File: config.mk
export PLATFORM = sky130hd
export DESIGN_NAME = adder8_3in_arbiter_flat
export DESIGN_NICKNAME = d
export VERILOG_FILES = /design/src/rtl/adder8_3in_arbiter_if.sv /design/src/rtl/adder8_3in_arbiter.sv /design/src/flat_wrapper.sv
export SDC_FILE = /design/constraint.sdc
export NUM_CORES = 1
export LEC_CHECK = 0
export BUFFER_PORTS_ARGS = -buffer_cell sky130_fd_sc_hd__clkbuf_2
export CORE_ASPECT_RATIO = 0.75
export CORE_UTILIZATION = 50
export DETAILED_ROUTE_END_ITERATION = 8
export GPL_TIMING_DRIVEN = 0
export PLACE_DENSITY_LB_ADDON = 0.12
export SLEW_MARGIN = 15
export SYNTH_ARGS = -nofsm -noshare
export SYNTH_HDL_FRONTEND = slang
export SYNTH_SLANG_ARGS = --single-unit
File: constraint.sdc
create_clock -name clk -period 3.9 [get_ports clk]
set_input_delay 0.975 -clock clk [delete_from_list [all_inputs] [get_ports clk]]
set_output_delay 0.975 -clock clk [all_outputs]
set_load 0.005 [all_outputs]
File: src/rtl/adder8_3in_arbiter_if.sv
// Bundle of the two requester channels, the result channel and the grant counters.
// slave is the adder/arbiter side, master is the side that drives requests and consumes results.
interface adder8_3in_arbiter_if #(
  parameter int WIDTH = 8
);
  logic             req0_valid;
  logic             req0_ready;
  logic [WIDTH-1:0] req0_a;
  logic [WIDTH-1:0] req0_b;
  logic [WIDTH-1:0] req0_c;
  logic             req0_cin;

  logic             req1_valid;
  logic             req1_ready;
  logic [WIDTH-1:0] req1_a;
  logic [WIDTH-1:0] req1_b;
  logic [WIDTH-1:0] req1_c;
  logic             req1_cin;

  logic             res_valid;
  logic             res_ready;
  logic [WIDTH+1:0] res_sum;
  logic             res_id;

  logic [15:0]      grant_cnt0;
  logic [15:0]      grant_cnt1;

  modport slave (
    input  req0_valid, req0_a, req0_b, req0_c, req0_cin,
    input  req1_valid, req1_a, req1_b, req1_c, req1_cin,
    input  res_ready,
    output req0_ready, req1_ready,
    output res_valid, res_sum, res_id,
    output grant_cnt0, grant_cnt1
  );

  modport master (
    output req0_valid, req0_a, req0_b, req0_c, req0_cin,
    output req1_valid, req1_a, req1_b, req1_c, req1_cin,
    output res_ready,
    input  req0_ready, req1_ready,
    input  res_valid, res_sum, res_id,
    input  grant_cnt0, grant_cnt1
  );
endinterface

File: src/rtl/adder8_3in_arbiter.sv
// Two requesters share one a+b+c+cin adder through a round-robin arbiter feeding a
// single result register; per-requester 16-bit counters track accepted transfers.
module adder8_3in_arbiter #(
  parameter int WIDTH = 8
) (
  input  logic                clk,
  input  logic                rst_n,
  adder8_3in_arbiter_if.slave bus
);

  logic [1:0]       w_valid;
  logic [1:0]       w_grant;
  logic [1:0]       w_xfer;
  logic             w_slot_free;
  logic             w_sel;
  logic [WIDTH-1:0] w_op_a;
  logic [WIDTH-1:0] w_op_b;
  logic [WIDTH-1:0] w_op_c;
  logic             w_op_cin;
  logic [WIDTH+1:0] w_sum;

  logic             r_prio;
  logic             r_res_valid;
  logic [WIDTH+1:0] r_res_sum;
  logic             r_res_id;

  assign w_valid     = {bus.req1_valid, bus.req0_valid};
  assign w_slot_free = !r_res_valid || bus.res_ready;

  always_comb begin
    w_grant = 2'b00;
    if (&w_valid) begin
      w_grant[r_prio] = 1'b1;
    end else begin
      w_grant = w_valid;
    end
  end

  // Gating with rst_n keeps both readies low while reset is held, so nothing is
  // accepted before the first clock edge that sees reset released.
  assign w_xfer         = (rst_n && w_slot_free) ? w_grant : 2'b00;
  assign bus.req0_ready = w_xfer[0];
  assign bus.req1_ready = w_xfer[1];

  assign w_sel    = w_grant[1];
  assign w_op_a   = w_sel ? bus.req1_a   : bus.req0_a;
  assign w_op_b   = w_sel ? bus.req1_b   : bus.req0_b;
  assign w_op_c   = w_sel ? bus.req1_c   : bus.req0_c;
  assign w_op_cin = w_sel ? bus.req1_cin : bus.req0_cin;

  // Two guard bits hold the worst case 3*(2^WIDTH-1)+1 exactly.
  assign w_sum = {2'b00, w_op_a} + {2'b00, w_op_b} + {2'b00, w_op_c}
               + {{(WIDTH+1){1'b0}}, w_op_cin};

  always_ff @(posedge clk or negedge rst_n) begin
    if (!rst_n) begin
      r_res_valid <= 1'b0;
      r_res_sum   <= '0;
      r_res_id    <= 1'b0;
      r_prio      <= 1'b0;
    end else if (|w_xfer) begin
      r_res_valid <= 1'b1;
      r_res_sum   <= w_sum;
      r_res_id    <= w_sel;
      r_prio      <= ~w_sel;
    end else if (bus.res_ready) begin
      r_res_valid <= 1'b0;
    end
  end

  assign bus.res_valid = r_res_valid;
  assign bus.res_sum   = r_res_sum;
  assign bus.res_id    = r_res_id;

  for (genvar gi = 0; gi < 2; gi++) begin : g_cnt
    logic [15:0] r_cnt;
    always_ff @(posedge clk or negedge rst_n) begin
      if (!rst_n) begin
        r_cnt <= '0;
      end else if (w_xfer[gi]) begin
        r_cnt <= r_cnt + 16'd1;
      end
    end
  end

  assign bus.grant_cnt0 = g_cnt[0].r_cnt;
  assign bus.grant_cnt1 = g_cnt[1].r_cnt;

endmodule

File: src/flat_wrapper.sv
// flat-port wrapper written by rule: the top's interface ports become plain ports
module adder8_3in_arbiter_flat 
#(
  parameter int WIDTH = 8
)
  (clk, rst_n, bus_req0_valid, bus_req0_a, bus_req0_b, bus_req0_c, bus_req0_cin, bus_req1_valid, bus_req1_a, bus_req1_b, bus_req1_c, bus_req1_cin, bus_res_ready, bus_req0_ready, bus_req1_ready, bus_res_valid, bus_res_sum, bus_res_id, bus_grant_cnt0, bus_grant_cnt1);
  adder8_3in_arbiter_if #(.WIDTH(WIDTH)) bus_i ();
  input  logic clk;
  input  logic rst_n;
  input wire logic [$bits(bus_i.req0_valid)-1:0] bus_req0_valid;
  input wire logic [$bits(bus_i.req0_a)-1:0] bus_req0_a;
  input wire logic [$bits(bus_i.req0_b)-1:0] bus_req0_b;
  input wire logic [$bits(bus_i.req0_c)-1:0] bus_req0_c;
  input wire logic [$bits(bus_i.req0_cin)-1:0] bus_req0_cin;
  input wire logic [$bits(bus_i.req1_valid)-1:0] bus_req1_valid;
  input wire logic [$bits(bus_i.req1_a)-1:0] bus_req1_a;
  input wire logic [$bits(bus_i.req1_b)-1:0] bus_req1_b;
  input wire logic [$bits(bus_i.req1_c)-1:0] bus_req1_c;
  input wire logic [$bits(bus_i.req1_cin)-1:0] bus_req1_cin;
  input wire logic [$bits(bus_i.res_ready)-1:0] bus_res_ready;
  output wire logic [$bits(bus_i.req0_ready)-1:0] bus_req0_ready;
  output wire logic [$bits(bus_i.req1_ready)-1:0] bus_req1_ready;
  output wire logic [$bits(bus_i.res_valid)-1:0] bus_res_valid;
  output wire logic [$bits(bus_i.res_sum)-1:0] bus_res_sum;
  output wire logic [$bits(bus_i.res_id)-1:0] bus_res_id;
  output wire logic [$bits(bus_i.grant_cnt0)-1:0] bus_grant_cnt0;
  output wire logic [$bits(bus_i.grant_cnt1)-1:0] bus_grant_cnt1;
  assign bus_i.req0_valid = bus_req0_valid;
  assign bus_i.req0_a = bus_req0_a;
  assign bus_i.req0_b = bus_req0_b;
  assign bus_i.req0_c = bus_req0_c;
  assign bus_i.req0_cin = bus_req0_cin;
  assign bus_i.req1_valid = bus_req1_valid;
  assign bus_i.req1_a = bus_req1_a;
  assign bus_i.req1_b = bus_req1_b;
  assign bus_i.req1_c = bus_req1_c;
  assign bus_i.req1_cin = bus_req1_cin;
  assign bus_i.res_ready = bus_res_ready;
  assign bus_req0_ready = bus_i.req0_ready;
  assign bus_req1_ready = bus_i.req1_ready;
  assign bus_res_valid = bus_i.res_valid;
  assign bus_res_sum = bus_i.res_sum;
  assign bus_res_id = bus_i.res_id;
  assign bus_grant_cnt0 = bus_i.grant_cnt0;
  assign bus_grant_cnt1 = bus_i.grant_cnt1;
  adder8_3in_arbiter #(.WIDTH(WIDTH)) u_core (.clk(clk), .rst_n(rst_n), .bus(bus_i));
endmodule
# Word-level counts from Yosys, hierarchy flattened
# Index checks and enable logic that the tools add are counted.
# op_classes
n_addsub,5
order_cmp,2
mux,10
bitwise,1
reduce_logical,7
# ops
op,count
$add 16x1->16 const B,2
$mux 8,3
$add 10x1->10,1
$add 10x8->10,1
$add 8x8->9,1
$mux 1,4
$mux 2,2
$logic_and 1x1->1,2
$lt 1x2->1 const B,1
$reduce_and 2->1,1
$reduce_bool 2->1,1
$reduce_or 2->1,1
$demux 1 s1,1
$ge 1x1->1 const B,1
$logic_not 1->1,1
$logic_or 1x1->1,1
$not 1->1,1
# totals
regBits,45
input_bits,55
out_inout_bits,46
elab_cells,31

# Logic depth before layout (Yosys ltp)
# Gate-level depths: netlist of run 1.
# logic_depth
word_depth,9
ltp_mapped,18
mapped_depth_nobuf,17

# Least setup slack after synthesis of run 1
# OpenSTA, ideal clock, no wires.
# synth_timing
kind,input to register
start,input port bus_req0_valid
end,register u_core.r_res_sum[8] (netlist: u_core.bus.res_sum[8])
setup_time_ps,133
arrival_ps,3925
t_required_ps,3767
setup_slack_ps,-158
stages,18
path_buffers,1
path_cell_list,inv_1 -> o21ai_2 -> buf_2 -> mux2_2 -> ha_1 -> inv_1 -> fa_1 -> inv_1 -> a21o_1 -> a21oi_1 -> xnor2_1 -> ha_1 -> a21oi_1 -> nor2_1 -> a31o_2 -> o41ai_2 -> xor2_1 -> o21ai_0
# synth_between
elab_chain_len,6
elab_cells_between_ends,11
classes_between,add/sub: 3; mux: 6; reduce/logical: 2
# synth_rtl
item,line,text
from (decl),flat_wrapper.sv:10,input wire logic [$bits(bus_i.req0_valid)-1:0] bus_req0_valid;
$reduce_and 2->1,adder8_3in_arbiter.sv:32,if (&w_valid) begin
$mux 2 (*),adder8_3in_arbiter.sv:32,
$mux 8 (on tied branches),"adder8_3in_arbiter.sv:46, adder8_3in_arbiter.sv:47",
$add 8x8->9,adder8_3in_arbiter.sv:52,"assign w_sum = {2'b00, w_op_a} + {2'b00, w_op_b} + {2'b00, w_op_c}"
$add 10x8->10,adder8_3in_arbiter.sv:52,
$add 10x1->10,adder8_3in_arbiter.sv:53,"+ {{(WIDTH+1){1'b0}}, w_op_cin};"
to (signal assigned),adder8_3in_arbiter.sv:63,r_res_sum <= w_sum;
to (decl),adder8_3in_arbiter.sv:24,logic [WIDTH+1:0] r_res_sum;
# Every way passes the cells marked *; elsewhere a longest branch is shown, timed or not.
# A chain may end at the register's enable or synchronous reset.

# Final worst setup path of run 1
# Ends and elaborated chain as after synthesis.

==> run summary, run 1 <==
### STA
- transition at the pin with the smallest max-transition slack: 578 ps
- total count of max-transition violations in the final report: 0
- setup repair after global routing missed its margin: true
- Slew HR: 61.5%
- post-layout minimum cycle time: 3850 ps
- count of endpoints failing setup in the final report: 0
- final worst-path cycle share: 98.8%
- number of hold-slack violations in the final timing report: 0
- worst clock skew: 8.28 ps
- Total Neg Setup Slack: 0 ps
- achievable clock frequency: 0.260 GHz

### Floorplanning
- die height: 67.3 um
- area of the core: 0.00541 sq mm
- row count: 23
- starting density of the core: 52.6%
- Die ar.: 0.00600 sq mm
- chip width: 89.1 um
- top-level port count: 101

### Power and ir drop
- maximum ir drop on the vdd rail: 0.000345 V
- switching share of total power: 35.5%
- clock share of power: 15.9%
- power density over cell area: 476 mW/mm^2
- NetSw: 0.642 mW
- post-layout power: 1.81 mW
- Cell Int Power: 1.17 mW
- sequential cell fraction of total power: 37.4%
- P_leak: 1.96 nW
- share of total power in combinational logic: 46.7%

### Placed design
- Routability Congestion: 0.794
- count of buffers inserted at the top-level ports: 100
- HPWL after detailed placement: 4460 um

### Synth
- count of flip-flops with a built-in enable after synthesis: 0
- flip-flop cell with the highest count after synthesis: sky130_fd_sc_hd__dfrtp_1
- largest area contributor in the synthesized netlist: sky130_fd_sc_hd__dfrtp_1
- async set-or-reset flop fraction in the synthesized netlist: 100%
- area of the mapped netlist: 0.00285 sq mm
- leading cell types by total area after synthesis: sky130_fd_sc_hd__dfrtp_1 (40%), sky130_fd_sc_hd__mux2_2 (11%), sky130_fd_sc_hd__xnor2_1 (8.3%)
- syn_area_per_cell: 10.5 sq um
- post-synth net total: 347
- distinct cell type count of the synthesized netlist: 41
- number of instances in the synthesized netlist: 271
- post-synth top area share: 39.6%
- Seq cells post-synth: 45
- count of yosys warnings during synthesis: 0
- sequential area share after synthesis: 39.6%

### Min path
- worst hold path stage count: 1
- Worst Hold Class: reg -> reg

### Detailed routing
- first-iteration detailed-routing DRC count: 64
- total length of routed met2 wires: 2700 um
- post-detailed-routing wire length: 6050 um
- highest metal layer with signal wires: met4
- number of detailed-route iterations in the first pass: 4
- residual antenna-violating net count after detailed routing: 0
- Residual DRC: 0
- Metal-1 WL: 3070 um
- met3 routed wirelength: 237 um
- Via-to-Cell Ratio: 4.98
- total via count after detailed routing: 2354
- Routed wire per std cell: 12.8 um

### Setup path
- data required time at the worst endpoint: 4070 ps
- CP max-delay cell: sky130_fd_sc_hd__mux2_4
- CP Depth: 19
- Critical Path Start Type: input port
- Crit path largest cell delay: 310 ps
- Crit Path Max Fanout: 5
- worst path cell trace: buf_8 > inv_4 > o21ai_4 > buf_8 > mux2_4 > ha_4 > inv_2 > fa_2 > inv_2 > a21o_1 > a21oi_2 > xnor2_1 > ha_1 > a21oi_2 > nor2_1 > a31o_2 > o41ai_2 > xor2_1 > o21ai_1
- endpoint kind of the worst setup timing path: flip-flop
- CP top delay family: compound AO/OA/AOI/OAI gates
- Crit path arrival time: 4020 ps
- path type of the worst setup path: in -> reg
- Buf/Inv on CP: 5
- depth of the worst register-to-register path: 17

### Finish
- layout cells sized above 1: 46.0%
- combined area of the multi-input logic cells: 0.00170 sq mm
- count of nets after finishing: 474
- sequential cell area: 0.00113 sq mm
- number of antenna cells inserted: 0
- P&R area growth vs syn: 33.5%
- Fill cells: 430

### Flow run
- count of max-cap constraint violations: 0

### Global route
- antenna violations before repair: 0
- GRT Overall Usage: 21.2%
- grt ovf: 0
- first-pass GRT wire length: 9750 um
- via count of the first global-routing pass: 2113
- maximum number of pins on one net before global-route repair: 49

### CTS
- CTS clock-pin slew for the worst setup and hold paths: 80 ps
- number of sinks driven by the clock tree: 45
- clock buffers created by TritonCTS: 5
- clock tree from TritonCTS: built
- clock root buffer master: sky130_fd_sc_hd__clkbuf_8
- # H-tree levels: 2
- hold buffer count at cts: 0
- buffers from clock root to sink, at most: 2
- insertion delay of the later-clocked pin in the worst-skew pair: 290 ps

### Status
- run status: finished, final reports clean

[stage by stage]
stage	instances	instance area [sq um]	hold WS, ps	util [%]	setup slack, ps
after floorplan	271	2860	465	-	-26.9
after global placement	446	3450	456	63.8	-541
after detailed placement	446	3450	466	63.8	-593
after CTS	470	3750	483	69.3	8.72
after global routing	473	3800	498	70.2	-106
final	473	3800	478	70.2	48.1
[layout by cell type, fill, tap and decap left out, types with 3 or more instances in the layout]
cell	n
sky130_fd_sc_hd__buf_6	4
sky130_fd_sc_hd__nor3_1	3
sky130_fd_sc_hd__clkbuf_8	6
sky130_fd_sc_hd__buf_4	19
sky130_fd_sc_hd__a21oi_1	3
sky130_fd_sc_hd__mux2_2	25
sky130_fd_sc_hd__o21ai_0	6
sky130_fd_sc_hd__and3_1	9
sky130_fd_sc_hd__ha_1	17
sky130_fd_sc_hd__nand2_1	20
sky130_fd_sc_hd__nand3_1	11
sky130_fd_sc_hd__clkbuf_2	98
sky130_fd_sc_hd__nor2b_1	3
sky130_fd_sc_hd__nand4_1	3
sky130_fd_sc_hd__nor2_2	3
sky130_fd_sc_hd__nor2_1	15
sky130_fd_sc_hd__o21a_1	3
sky130_fd_sc_hd__dfrtp_1	45
sky130_fd_sc_hd__a21oi_2	3
sky130_fd_sc_hd__inv_1	10
sky130_fd_sc_hd__xor2_1	13
sky130_fd_sc_hd__a21o_1	4
sky130_fd_sc_hd__and4_1	3
sky130_fd_sc_hd__xnor2_1	27
[layer usage]
layer	track usage, %	vias up
met3	4.40	7
met5	0	-
li1	-	1200
met2	31.5	54
met1	31.6	1093
met4	4.76	0
[path summary, 6_finish.rpt]
path	endpoint	start	slack [ps]
worst max-delay path	u_core.bus.res_sum[8]	bus_req0_valid	50
worst min-delay path	u_core.bus.grant_cnt0[15]	u_core.bus.grant_cnt0[15]	480
worst max register to register	u_core.bus.res_sum[8]	u_core.r_prio	330
worst min register to register	u_core.bus.grant_cnt0[15]	u_core.bus.grant_cnt0[15]	480
max in group asynchronous	u_core.bus.grant_cnt1[3]	rst_n	2830
min in group asynchronous	u_core.bus.grant_cnt1[13]	rst_n	660
[flip-flops by register name (all words and copies together) (netlist names)]
register and count:
u_core.r_prio 1, u_core.bus.grant_cnt0 16, u_core.bus.res_sum 10, u_core.bus.grant_cnt1 16, u_core.bus.res_id 1, u_core.bus.res_valid 1
[timing repair]
action / CTS / global route
setup buffers: 17 / 3
cloned: 0 / 0
gates resized for setup: 19 / 9
pin swaps: 13 / 18
endpoints found under the setup margin: 4 / 4
[synthesized netlist by cell type, types with 4 or more instances]
cell type                 count
sky130_fd_sc_hd__a21o_1       4
sky130_fd_sc_hd__a21oi_1      6
sky130_fd_sc_hd__and3_1       9
sky130_fd_sc_hd__dfrtp_1     45
sky130_fd_sc_hd__ha_1        18
sky130_fd_sc_hd__inv_1       13
sky130_fd_sc_hd__mux2_2      27
sky130_fd_sc_hd__nand2_1     20
sky130_fd_sc_hd__nand3_1     11
sky130_fd_sc_hd__nor2_1      17
sky130_fd_sc_hd__o21ai_0      9
sky130_fd_sc_hd__xnor2_1     27
sky130_fd_sc_hd__xor2_1      13
[cell type report]
| type | instances | area share [%] |
|---|---|---|
| flip-flops and latches | 45 | 29.7 |
| inverters | 13 | 1.35 |
| repair buffers | 120 | 18.1 |
| clock buffers | 6 | 2.17 |
| clock inverters | 1 | 0.198 |
| plain buffers | 7 | 1.42 |
| well taps | 75 | 2.47 |
| multi-input cells | 206 | 44.6 |
[power groups by stage]
stage | clock [mW] | sequential [mW] | combinational [mW]
2_1_floorplan | 0 | 0.676 | 0.481
6_report | 0.288 | 0.675 | 0.844
3_5_place_dp | 0 | 0.680 | 0.724
3_3_place_gp | 0 | 0.677 | 0.705
4_1_cts | 0.297 | 0.674 | 0.817
5_1_grt | 0.311 | 0.695 | 0.945
[kinds of logic (layout without fill, tap and decap cells)]
family | count (synthesis) | count (layout) | synth area share [%]
adders and majority gates | 21 | 21 | 10.0
buffers and inverters | 20 | 147 | 3.03
AOI/OAI and AO/OA | 38 | 38 | 9.54
muxes | 29 | 29 | 11.4
DFF | 45 | 45 | 39.6
and+or+nand+nor | 78 | 78 | 14.1
xor gates and xnor gates | 40 | 40 | 12.3
[worst register-to-register path: cells and delay by family (launching register included)]
family          cells  cell delay, ps
fa+ha+maj           3             670
flops               1             450
mux                 1             310
xor+xnor            2             350
simple gates        1              60
compound gates      7            1360
buf+inv             3             250
No activity file was read; power rests on OpenSTA's default activity.
==> inputs of run 2 (changes only) <==
--- a/config.mk
+++ b/config.mk
@@ -9,8 +9,7 @@
 export CORE_ASPECT_RATIO = 0.75
 export CORE_UTILIZATION = 50
 export DETAILED_ROUTE_END_ITERATION = 8
-export GPL_TIMING_DRIVEN = 0
-export PLACE_DENSITY_LB_ADDON = 0.12
+export PLACE_DENSITY_LB_ADDON = 0.1
 export SLEW_MARGIN = 15
 export SYNTH_ARGS = -nofsm -noshare
 export SYNTH_HDL_FRONTEND = slang
==> run summary, run 2 (synthesized netlist as in run 1, its figures left out) <==
### Finish
- count of nets after finishing: 473
- layout cells sized above 1: 46.7%
- most frequent cells in the layout: sky130_fd_sc_hd__clkbuf_2 (99), sky130_fd_sc_hd__dfrtp_1 (45), sky130_fd_sc_hd__xnor2_1 (27)
- number of antenna cells inserted: 0
- P&R area growth vs syn: 34.0%
- final standard cell count with taps included and fillers excluded: 473
- leading cell type in the layout, fill and taps excluded: sky130_fd_sc_hd__clkbuf_2

### Detailed routing
- Via-to-Cell Ratio: 4.96
- first-iteration detailed-routing DRC count: 73
- residual antenna-violating net count after detailed routing: 0
- Residual DRC: 0
- post-detailed-routing wire length: 5990 um
- number of detailed-route iterations in the first pass: 4
- total via count after detailed routing: 2348
- Routed wire per std cell: 12.7 um

### Setup path
- Crit path arrival time: 3970 ps
- Crit Path Max Fanout: 4
- endpoint kind of the worst setup timing path: flip-flop
- Critical Path Start Type: input port
- data required time at the worst endpoint: 4070 ps
- path type of the worst setup path: in -> reg

### STA
- worst clock skew: 9.70 ps
- transition at the pin with the smallest max-transition slack: 722 ps
- count of endpoints failing setup in the final report: 0
- number of hold-slack violations in the final timing report: 0
- total count of max-transition violations in the final report: 0
- post-layout minimum cycle time: 3800 ps
- setup repair after global routing missed its margin: true
- achievable clock frequency: 0.263 GHz
- Slew HR: 51.9%
- final worst-path cycle share: 97.5%
- Total Neg Setup Slack: 0 ps

### Flow run
- count of max-cap constraint violations: 0

### Power and ir drop
- maximum ir drop on the vdd rail: 0.000292 V
- P_leak: 1.97 nW
- power density over cell area: 488 mW/mm^2

### Floorplanning
- starting density of the core: 52.6%
- top-level port count: 101
- row count: 23
- die height: 67.3 um
- area of the core: 0.00541 sq mm
- chip width: 89.1 um
- Die ar.: 0.00600 sq mm

### Global route
- maximum number of pins on one net before global-route repair: 40
- antenna violations before repair: 0
- GRT Overall Usage: 19.9%
- first-pass GRT wire length: 8990 um
- via count of the first global-routing pass: 1984
- grt ovf: 0

### CTS
- number of sinks driven by the clock tree: 45
- clock root buffer master: sky130_fd_sc_hd__clkbuf_8
- buffers from clock root to sink, at most: 2
- clock buffers created by TritonCTS: 5
- insertion delay of the later-clocked pin in the worst-skew pair: 300 ps
- # H-tree levels: 2
- CTS clock-pin slew for the worst setup and hold paths: 90 ps
- clock tree from TritonCTS: built

### Min path
- Worst Hold Class: reg -> reg

### Placed design
- count of buffers inserted at the top-level ports: 100
- # placed instances: 461
- HPWL after detailed placement: 4690 um
- Routability Congestion: 0.762

### Status
- run status: finished, final reports clean

-- run 2: cell count changes in the layout (fill, tap and decap cells not counted), moves of 2 or more --
cell,before,now
sky130_fd_sc_hd__nor2_2,3,1
sky130_fd_sc_hd__clkbuf_1,2,0
sky130_fd_sc_hd__ha_1,17,15
sky130_fd_sc_hd__ha_2,0,2
sky130_fd_sc_hd__buf_4,19,23
sky130_fd_sc_hd__buf_6,4,2
sky130_fd_sc_hd__nor2_1,15,17
-- run 2: where the power goes --
group / internal, mW / total [mW] / switching (mW)
Clock: 0.164 / 0.324 / 0.160
Combinational: 0.470 / 0.864 / 0.394
Sequential: 0.573 / 0.674 / 0.101
Total: 1.21 / 1.86 / 0.655
-- run 2: critical path, cell delays in order --
cell and delay [ps]:
sky130_fd_sc_hd__buf_8 80, sky130_fd_sc_hd__inv_4 30, sky130_fd_sc_hd__o21ai_4 200, sky130_fd_sc_hd__buf_6 140, sky130_fd_sc_hd__mux2_4 300, sky130_fd_sc_hd__ha_4 160
sky130_fd_sc_hd__inv_2 50, sky130_fd_sc_hd__fa_2 210, sky130_fd_sc_hd__inv_2 30, sky130_fd_sc_hd__a21o_1 200, sky130_fd_sc_hd__a21oi_2 130, sky130_fd_sc_hd__xnor2_1 80
sky130_fd_sc_hd__ha_1 340, sky130_fd_sc_hd__a21oi_2 140, sky130_fd_sc_hd__nor2_1 50, sky130_fd_sc_hd__a31o_2 240, sky130_fd_sc_hd__o41ai_4 340, sky130_fd_sc_hd__xor2_1 170
sky130_fd_sc_hd__o21ai_1 60
-- run 2: stage by stage --
stage	instance area, sq um	setup WS, ps	hold slack [ps]	utilization, %	power [mW]
after detailed placement	3570	-302	468	66.1	1.47
after global placement	3570	-177	458	66.1	1.45
after global routing	3810	-53.9	495	70.5	2.01
after CTS	3680	23.1	481	68.0	1.81
final	3810	97.7	475	70.5	1.86
after floorplan	2860	-26.9	465	-	1.16
-- run 2: routing by layer --
layer / global-route usage [%] / vias to the layer above / wire [um]
met5: 0 / - / 0
met3: 6.11 / 5 / 297
met2: 28.2 / 59 / 2670
met4: 4.76 / 0 / 25
met1: 29.5 / 1084 / 3000
li1: - / 1200 / -
-- run 2: final cells by class --
type                            instances  area (sq um)
Multi-Input combinational cell        206          1710
Fill cell                             449          1600
Sequential cell                        45          1130
Timing Repair Buffer                  126           726
Clock buffer                            7          96.3
Tap cell                               75          93.8
Inverter                               13          51.3
Clock inverter                          1          8.76
-- run 2: final timing paths --
path / startpoint / to / slack [ps] / cells past startpoint
max in group asynchronous: rst_n / u_core.bus.grant_cnt0[4] / 2640 / 2
min in group asynchronous: rst_n / u_core.bus.grant_cnt0[0] / 520 / 1
worst max register to register: u_core.r_prio / u_core.bus.res_sum[8] / 400 / 17
worst max-delay path: bus_req0_valid / u_core.bus.res_sum[8] / 100 / 19
worst min-delay path: u_core.bus.grant_cnt1[15] / u_core.bus.grant_cnt1[15] / 470 / 1
worst min register to register: u_core.bus.grant_cnt1[15] / u_core.bus.grant_cnt1[15] / 470 / 1
-- run 2: timing repair --
item | in CTS | in global routing
hold endpoints to repair | 0 | 0
setup buffers | 0 | 4
hold buffers | 0 | 0
setup endpoints to repair | 0 | 4
gates resized for setup | 0 | 26
